File: config.mk
export PLATFORM = sky130hd
export DESIGN_NAME = l2d_rx
export DESIGN_NICKNAME = d
export VERILOG_FILES = /design/src/rtl/l2d_rx.sv
export SDC_FILE = /design/constraint.sdc
export NUM_CORES = 1
export LEC_CHECK = 0
export ABC_AREA = 1
export CAP_MARGIN = 15
export CORE_MARGIN = 4
export CORE_UTILIZATION = 35
export CTS_BUF_LIST = sky130_fd_sc_hd__clkbuf_2
export DETAILED_ROUTE_END_ITERATION = 6
export HOLD_SLACK_MARGIN = 0.02
export SYNTH_ARGS = -nofsm -noshare
export SYNTH_HDL_FRONTEND = slang
export SYNTH_SLANG_ARGS = --single-unit
File: constraint.sdc
create_clock -name clk -period 2.6 [get_ports clk]
set_input_delay 0.52 -clock clk [delete_from_list [all_inputs] [get_ports clk]]
set_output_delay 0.52 -clock clk [all_outputs]
set_load 0.1 [all_outputs]
File: src/rtl/l2d_rx.sv
// Two-line serial link receiver: synchronizes an async sclk/CS/DL0/DL1 link and assembles 64-bit
// frames for a valid/ready consumer. Define L2D_FRAME_ERR_EN to add the FRAME_ERR pulse output.
module l2d_rx (
  input  logic        clk,
  input  logic        rstn,
  input  logic        sclk,
  input  logic        CS,
  input  logic        DL0,
  input  logic        DL1,
  output logic [63:0] DATA_OUT,
  output logic        VALID,
  input  logic        READY,
  output logic        DONE,
  output logic        OVERRUN
`ifdef L2D_FRAME_ERR_EN
  ,
  output logic        FRAME_ERR
`endif
);

  typedef enum logic [1:0] {StIdle, StRecv, StDiscard} state_e;

  localparam logic [5:0] FullCount = 6'd32;
  localparam logic [5:0] OverCount = 6'd33;

  state_e      state_q, state_d;
  logic [5:0]  cnt_q, cnt_d;
  logic [63:0] shift_q, shift_d;

  logic [2:0]  sclk_sync_q;
  logic [2:0]  cs_sync_q;
  logic [1:0]  dl0_sync_q;
  logic [1:0]  dl1_sync_q;
  logic [1:0]  flush_q;
  logic        armed_q;

  logic        sclk_rise;
  logic        cs_rise;
  logic        cs_fall;
  logic        frame_good;

  logic [63:0] data_d;
  logic        valid_d;
  logic        overrun_d;

  // CS resets to its idle-high level so a link that is idle at reset release shows no edge.
  always_ff @(posedge clk or negedge rstn) begin
    if (!rstn) begin
      sclk_sync_q <= 3'b000;
      cs_sync_q   <= 3'b111;
      dl0_sync_q  <= 2'b00;
      dl1_sync_q  <= 2'b00;
      flush_q     <= 2'b00;
      armed_q     <= 1'b0;
    end else begin
      sclk_sync_q <= {sclk_sync_q[1:0], sclk};
      cs_sync_q   <= {cs_sync_q[1:0], CS};
      dl0_sync_q  <= {dl0_sync_q[0], DL0};
      dl1_sync_q  <= {dl1_sync_q[0], DL1};
      flush_q     <= {flush_q[0], 1'b1};
      armed_q     <= armed_q | (flush_q[1] & cs_sync_q[1]);
    end
  end

  // A frame only starts after CS has really been seen high since reset, so a reset released
  // mid-frame drops that partial frame instead of mistaking the reset value for a CS fall.
  assign sclk_rise = sclk_sync_q[1] & ~sclk_sync_q[2];
  assign cs_rise   = cs_sync_q[1] & ~cs_sync_q[2];
  assign cs_fall   = ~cs_sync_q[1] & cs_sync_q[2] & armed_q;

  always_comb begin
    state_d    = state_q;
    cnt_d      = cnt_q;
    shift_d    = shift_q;
    frame_good = 1'b0;
    unique case (state_q)
      StIdle: begin
        if (cs_fall) begin
          state_d = StRecv;
          cnt_d   = '0;
        end
      end
      StRecv: begin
        if (cs_rise) begin
          state_d    = StIdle;
          frame_good = (cnt_q == FullCount);
        end else if (sclk_rise) begin
          shift_d = {shift_q[61:0], dl1_sync_q[1], dl0_sync_q[1]};
          if (cnt_q == FullCount) begin
            state_d = StDiscard;
            cnt_d   = OverCount;
          end else begin
            cnt_d = cnt_q + 6'd1;
          end
        end
      end
      StDiscard: begin
        if (cs_rise) begin
          state_d = StIdle;
        end
      end
      default: state_d = StIdle;
    endcase
  end

  always_comb begin
    data_d    = DATA_OUT;
    valid_d   = VALID;
    overrun_d = OVERRUN;
    if (frame_good) begin
      data_d  = shift_q;
      valid_d = 1'b1;
      if (VALID && !READY) begin
        overrun_d = 1'b1;
      end
    end else if (VALID && READY) begin
      valid_d = 1'b0;
    end
  end

  always_ff @(posedge clk or negedge rstn) begin
    if (!rstn) begin
      state_q  <= StIdle;
      cnt_q    <= '0;
      shift_q  <= '0;
      DATA_OUT <= '0;
      VALID    <= 1'b0;
      DONE     <= 1'b0;
      OVERRUN  <= 1'b0;
    end else begin
      state_q  <= state_d;
      cnt_q    <= cnt_d;
      shift_q  <= shift_d;
      DATA_OUT <= data_d;
      VALID    <= valid_d;
      DONE     <= frame_good;
      OVERRUN  <= overrun_d;
    end
  end

`ifdef L2D_FRAME_ERR_EN
  logic frame_bad;

  assign frame_bad = cs_rise & (((state_q == StRecv) && (cnt_q != FullCount)) ||
                                (state_q == StDiscard));

  always_ff @(posedge clk or negedge rstn) begin
    if (!rstn) begin
      FRAME_ERR <= 1'b0;
    end else begin
      FRAME_ERR <= frame_bad;
    end
  end
`endif

endmodule

Word-level counts from Yosys, hierarchy flattened
Cells that the tools add are included.

Memories: 0. Bits in read-only memories: 0. Input bits: 7. Flip-flop bits (word level): 152. Bits in latches: 0. Logic and storage cells: 58. Bits in writable memories: 0. Output and inout port bits: 67.

Divide/modulo/power cells: 0. Mux-type cells: 15. Reductions and logical operators: 10. Magnitude comparators: 0. Bitwise logic cells: 10. Equality and inequality tests: 9. $mul: 0. $add $sub $neg: 1. Shifts and indexed selects: 0.

Operators by type and width (number): 2-to-1 mux 6 bit (4); case mux 6 bit (2 select lines) (1); 2-to-1 mux 2 bit (5); inequality test 2 bit (second input constant) (4); AND reduction 4 bit (2); adder 6 x 1 -> 6 bit (second input constant) (1); equality test 6 bit (second input constant) (1); inequality test 3 bit (second input constant) (2); case mux 2 bit (3 select lines) (1); AND 1 bit (5); 2-to-1 mux 1 bit (4); NOT 1 bit (4); nonzero test 2 bit (2); AND reduction 3 bit (1); equality test 2 x 1 -> 1 bit (second input constant) (1); equality test 2 bit (second input constant) (1); logical AND 1 bit (2); zero test 2 bit (1); AND reduction 2 bit (1); zero test 1 bit (1); OR 1 bit (1).

Logic depth before layout (Yosys ltp)
Gate-level depths: netlist (run 1).

Depth in word-level cells: 5. Mapped depth: 9. Depth with buffers taken out: 8.

Least setup slack after synthesis (run 1)
No wires, ideal clock.

Kind: flip-flop to output port. From: register DATA_OUT[4]. To: output DATA_OUT[4]. Setup slack: 1169 ps. Buffers on the path: 0. Arrival time: 911 ps. Required time: 2080 ps. Cell stages (with the launch flop): 1. Cells stage by stage: dfrtp_1.

RTL lines: from (decl) (line 10) `output logic [63:0] DATA_OUT,`; from (signal assigned) (line 134) `DATA_OUT <= data_d;`.

No word-level cell between the ends.

Worst setup path after layout (run 1)
From: register DATA_OUT[32]. To: output DATA_OUT[32].

No word-level cell between the ends.

==> flow_metrics.py, run 1 <==
metrics = {
    "sta": {
        "drv_slew": 0,
        "setup_viol": 0,
        "skew_ps": 25.96,
        "max_freq_mhz": 508.2,
        "fin_ws_ps": 632.3,
        "tightest_slew_ps": 540.8,
        "fin_crit_ps": 1968,
        "rsz0062_at_grt": "no",
        "max_slew_margin_pct": 63.94,
        "post-route-period-util_pct": 75.68,
        "hold_viol_final": 0,
        "fin_tns_setup_ps": 0,
    },
    "power_and_ir_drop": {
        "ir_worst_vdd_mv": 0.2466,
        "p_per_area_nw_per_um2": 598.4,
        "finalPower_w": 0.004188,
        "p_leak_nw": 3.296,
    },
    "min_path": {
        "min_from": "CS",
        "min_path_cells": 1,
        "min_path_type": "in -> reg",
        "holdPathEnd": "cs_sync_q[0]$_DFF_PN1_",
    },
    "worst_setup_path": {
        "cp-start-kind": "flop",
        "critPathKind": "reg -> out",
        "rr_startpoint": "cs_sync_q[1]$_DFF_PN1_",
        "r2r-end": "DATA_OUT[55]$_DFFE_PN0P_",
        "path_buf_inv": 1,
        "crit_path_top_delay_cell": "dfrtp_1",
        "r2r_slack_ps": 720,
        "critPathTopFamily": "flip-flops",
        "setup.worst_path.end_class": "output pin",
        "worst-r2r-cell-count": 6,
        "cp-startpoint": "DATA_OUT[32]$_DFFE_PN0P_",
        "crit_required_ps": 2080,
        "path_cells": "buf_4",
        "crit_arrival_ps": 1450,
        "slowest_delay_ps": 440,
        "cp_max_fo": 2,
    },
    "place": {
        "io_buffer_count": 73,
        "placed_cells": 860,
        "dp_slack_ps": 707.8,
        "routabilityCongestion": 0.7289,
        "dp_hpwl_um": 7198,
    },
    "floorplanning": {
        "ioPinCount": 74,
        "die_area_um2": 19510,
        "core_region_area_um2": 16760,
        "die_y_um": 139.7,
        "fp.dieW_um": 139.7,
        "initial_core_util_pct": 36.22,
        "row_count": 47,
    },
    "synthesis": {
        "synth_cell_types": 25,
        "netlist.area_leader.share_pct": 61.43,
        "ys_ff_latch": 152,
        "synthTopCellsByArea": "dfrtp_1 (61%), nand2_1 (9.8%), o21ai_2 (7.5%)",
        "syn_inst": 587,
        "synth_area_um2": 6070,
        "yosysWarnings": 0,
        "synth_largest_area_cell": "dfrtp_1",
        "yosysSeqAreaShare_pct": 62.73,
        "syn_nets": 596,
        "syn_area_per_cell_um2": 10.34,
    },
    "clock_tree": {
        "cts_htree_levels": 4,
        "numCtsBuffers": 17,
        "cts_buffer_depth": 2,
        "cts_tree": "built",
        "postCtsSetupBuffers": 0,
        "cts_resized": 0,
        "cts_sinks": 152,
        "cts.clk_slew.worst_paths_ps": 200,
        "insertion_delay_ps": 720,
        "clockRootBuffer": "clkbuf_2",
    },
    "grt": {
        "track_usage_pct": 11.65,
        "grt_first_pass_wirelength_um": 18610,
        "grt_remaining_overflow": 0,
        "grt_max_degree": 125,
        "grt_pass1_vias": 3859,
        "antenna_found_initial": 0,
    },
    "route": {
        "drc": 0,
        "drt_iter0_markers": 222,
        "final_antenna_net_count": 0,
        "drt-wirelength-per-cell_um": 12.05,
        "firstDrtPassIters": 4,
        "routed_wl_um": 10760,
        "vias": 3926,
        "viasPerCell": 4.396,
    },
    "layout": {
        "num_antenna_cells": 0,
        "n_fill_cell": 1695,
        "final_layout_size_suffix_gt1_share_pct": 25.85,
        "final_core_util_pct": 41.76,
        "finalNonFillerCells": 893,
        "finish.net_count": 669,
        "area_growth_pct": 15.32,
    },
    "job": {
        "cap_violations": 0,
    },
    "status": {
        "outcome": "finished, final reports clean",
    },
}
sequential cells by signal, summed over array words and instances (netlist names):
register and cells:
DATA_OUT 64, DONE 1, OVERRUN 1, VALID 1, armed_q 1, cnt_q 6
cs_sync_q 3, dl0_sync_q 2, dl1_sync_q 2, flush_q 2, sclk_sync_q 3, shift_q 64
state_q 2
logic make-up after synthesis:
family	after synthesis	share of synthesized area [%]
AND/OR/NAND/NOR	192	12.97
flip-flops	152	62.73
AO/OA/AOI/OAI	131	14.12
buffers and inverters	108	9.565
adder cells (fa/ha/maj)	2	0.4122
XOR/XNOR	1	0.1443
other	1	0.06178
worst reg2reg max path, stage by stage (launching register included):
cell     delay [ps]
dfstp_2         600
nand2_1         150
nor2_2          250
nand2_8         320
buf_4           360
nand2_1          90
o21ai_2          50
power by group:
part / leakage [nW] / switching [W] / internal (W) / total (W)
clock: 0.141 / 0.000819 / 0.000527 / 0.00135
sequential: 2.08 / 0.0000580 / 0.00247 / 0.00252
combinational: 1.08 / 0.000225 / 0.0000932 / 0.000318
total: 3.30 / 0.00110 / 0.00309 / 0.00419
per-layer routing:
metal | global-route usage [%] | part of all wire, %
met1 | 15.50 | 47
met2 | 17.32 | 45
met3 | 4.871 | 6.3
met4 | 3.825 | 1.4
met5 | 0 | 0
worst max-delay path by stage:
stage,to,slack [ps],cells after the start
floorplan,DATA_OUT[4],1170,0
global placement,DATA_OUT[49]$_DFFE_PN0P_,760,6
detailed placement,DATA_OUT[25]$_DFFE_PN0P_,710,6
CTS,DATA_OUT[32],520,1
global route,DATA_OUT[32],490,1
finish,DATA_OUT[32],630,1
layout make-up:
class | count | area, um2 | share of cell area (%)
Clock buffer | 18 | 90.09 | 1.287
Clock inverter | 14 | 156.4 | 2.235
Inverter | 80 | 300.3 | 4.290
Multi-Input combinational cell | 327 | 1698 | 24.26
Sequential cell | 152 | 3807 | 54.40
Tap cell | 220 | 275.3 | 3.933
Timing Repair Buffer | 82 | 671.9 | 9.600
synth_stat cells (all sizes together):
library cell / number
o21bai: 1
nand4: 1
ha: 2
nor2: 15
dfstp: 3
inv: 80
conb: 1
dfrtp: 149
o21ai: 130
nand3: 11
nand2: 165
buf: 21
clkbuf: 7
xnor2: 1
layout by cell type (no fill, tap or decap), types with 5 or more instances in the layout:
cell type / n
buf_4: 72
clkbuf_2: 18
clkdlybuf4s50_1: 5
dfrtp_1: 149
inv_1: 79
nand2_1: 159
nand2_2: 5
nand3_1: 10
nor2_1: 11
o21ai_0: 70
o21ai_1: 8
o21ai_2: 52
per-stage QoR:
step | cell area (um2) | hold WS (ps)
floorplan | 6070 | 224.4
global route | 6999 | 95.96
CTS | 6999 | 107.5
global placement | 6743 | 332.2
finish | 6999 | 216.1
detailed placement | 6743 | 334.7
repair_timing:
action | 4_1_cts | 5_1_grt
endpoints found under the hold margin | 53 | 0
setup endpoints to repair | 0 | 0
hold buffers | 1 | 0
No activity file was read; power rests on OpenSTA's default activity.
==> run 2, diff against run 1 <==
Clock period 2.6 ns to 1.9 ns, I/O delays scaled along.
==> run 2 against run 1 <==
Net effect: sequential share of layout area fell by 3.8 points; sequential power rose by 37%; highest routed layer unchanged; clock power rose by 56%; clock-buffer cell count stayed put; critical path depth unchanged; combinational power rose by 44%; cell count grew 0.67%; largest cell class unchanged; routed wire length increased by 1.5%; power up 44%; sequential cell count stayed put; largest power group unchanged; hold slack worse by 110 ps; setup slack worse by 500 ps.
==> flow_metrics.py, run 2 (same netlist as run 1, synthesis figures left out) <==
metrics = {
    "status": {
        "outcome": "finished, final reports clean",
    },
    "layout": {
        "register_area_um2": 3807,
        "layout_common_cells": "nand2_1 (159), dfrtp_1 (149), inv_1 (79), o21ai_0 (70), o21ai_2 (52)",
        "finalNonFillerCells": 899,
        "area_growth_pct": 23.89,
        "final_layout_size_suffix_gt1_share_pct": 25.92,
        "final_common_cell": "nand2_1",
        "finish.net_count": 675,
        "final_area_um2": 7520,
        "num_antenna_cells": 0,
        "multi_input_area_um2": 1698,
        "top_regs": "DATA_OUT x64, shift_q x64, cnt_q x6",
        "n_fill_cell": 1622,
    },
    "grt": {
        "grt_remaining_overflow": 0,
        "grt_use_met2_pct": 18.00,
        "use_met1_pct": 15.99,
        "track_usage_pct": 11.88,
        "grt_max_degree": 54,
        "busiest_layer": "met2",
        "antenna_found_initial": 0,
        "grt_use_met3_pct": 4.151,
        "grt_first_pass_wirelength_um": 19040,
        "grt_pass1_vias": 3904,
    },
    "worst_setup_path": {
        "worst-r2r-cell-count": 7,
        "cp_max_fo": 2,
        "r2r-end": "DATA_OUT[62]$_DFFE_PN0P_",
        "crit_path_top_delay_cell": "dfrtp_1",
        "crit_required_ps": 1520,
        "rr_startpoint": "cs_sync_q[1]$_DFF_PN1_",
        "critPathTopFamily": "flip-flops",
        "setup.worst_path.end_class": "output pin",
        "cp-start-kind": "flop",
        "path_buf_inv": 1,
        "path_cells": "buf_4",
        "slowest_delay_ps": 410,
        "crit_arrival_ps": 1390,
        "cp-startpoint": "DATA_OUT[42]$_DFFE_PN0P_",
        "critPathKind": "reg -> out",
        "r2r_slack_ps": 190,
    },
    "route": {
        "final_antenna_net_count": 0,
        "viasPerCell": 4.383,
        "drt_iter0_markers": 227,
        "firstDrtPassIters": 5,
        "drt-wirelength-per-cell_um": 12.15,
        "drc": 0,
        "routed_wl_um": 10920,
        "vias": 3940,
    },
    "place": {
        "post_dp_cell_area_um2": 7020,
        "routabilityCongestion": 0.7660,
        "dp_hpwl_um": 7466,
        "placed_cells": 862,
        "io_buffer_count": 73,
    },
    "sta": {
        "max_freq_mhz": 565.7,
        "setup_viol": 0,
        "drv_slew": 0,
        "post-route-period-util_pct": 93.04,
        "hold_ws_ps": 106.0,
        "hold_viol_final": 0,
        "skew_ps": 22.04,
        "fin_crit_ps": 1768,
    },
    "power_and_ir_drop": {
        "swShare_pct": 25.10,
        "internal_power_w": 0.004505,
        "power.share.clock_pct": 34.9,
        "p_per_area_nw_per_um2": 799.8,
        "combPwrFrac_pct": 7.6,
        "p_sw_w": 0.001510,
        "finalPower_w": 0.006014,
        "p_leak_nw": 3.445,
        "seq_power_share_pct": 57.5,
        "ir_worst_vdd_mv": 0.3159,
    },
    "clock_tree": {
        "clockRootBuffer": "clkbuf_2",
        "numCtsBuffers": 17,
        "postCtsSetupBuffers": 0,
        "cts_sinks": 152,
        "cts_buffer_depth": 2,
        "cts.clk_slew.worst_paths_ps": 200,
        "cts_tree": "built",
        "insertion_delay_ps": 690,
        "cts_htree_levels": 4,
    },
    "floorplanning": {
        "die_y_um": 139.7,
        "die_area_um2": 19510,
        "core_region_area_um2": 16760,
        "ioPinCount": 74,
        "fp.dieW_um": 139.7,
        "row_count": 47,
        "initial_core_util_pct": 36.22,
    },
    "job": {
        "cap_violations": 0,
    },
    "min_path": {
        "min_path_type": "in -> async",
    },
}
## run 2: what timing repair did
item	CTS	global route
endpoints found under the hold margin	150	3
hold buffers	2	3
setup endpoints to repair	0	37
gates resized for setup	0	41
## run 2: how the worst max path moves through the flow
stage	slack, ps	to	depth (start not counted)
6_report	130	DATA_OUT[42]	1
5_1_grt	-4	DATA_OUT[41]	1
4_1_cts	20	DATA_OUT[49]	1
3_5_place_dp	230	DATA_OUT[51]$_DFFE_PN0P_	6
3_3_place_gp	280	DATA_OUT[49]$_DFFE_PN0P_	6
2_1_floorplan	470	DATA_OUT[0]$_DFFE_PN0P_	9
## run 2: layout make-up
type                       instances  share of cell area, %
multi-input combinational        327                  22.58
clock inverter                    14                  2.712
tap                              220                  3.661
clock buffer                      18                  1.198
timing repair buffer              88                  15.22
sequential                       152                  50.63
inverter                          80                  3.993
## run 2: power by group through the flow
stage	logic [W]	clock network, W	registers [W]
2_1_floorplan	0.000297	0	0.00349
4_1_cts	0.000466	0.00220	0.00346
5_1_grt	0.000536	0.00235	0.00348
3_3_place_gp	0.000442	0	0.00351
3_5_place_dp	0.000461	0	0.00351
6_report	0.000457	0.00210	0.00346
## run 2: stage by stage
step                      TNS [ps]  utilization [%]  setup WS, ps
after floorplan                  0                -         472.7
after global placement           0            41.89         282.5
after detailed placement         0            41.89         227.7
after CTS                        0            43.76         19.72
after global routing        -5.332            44.87        -3.768
final                            0            44.87         132.2
## run 2: worst reg2reg max path: cells and delay by family, from the launching register on
kind | cells | cell delay (ps)
AND/OR/NAND/NOR | 5 | 690
flip-flops | 1 | 610
buffers and inverters | 2 | 360
## run 2: per-layer routing
| layer | wire length, um | share of wire [%] |
|---|---|---|
| met3 | 506 | 4.6 |
| met5 | 0 | 0 |
| met1 | 5167 | 47 |
| met4 | 109 | 1.0 |
| met2 | 5135 | 47 |
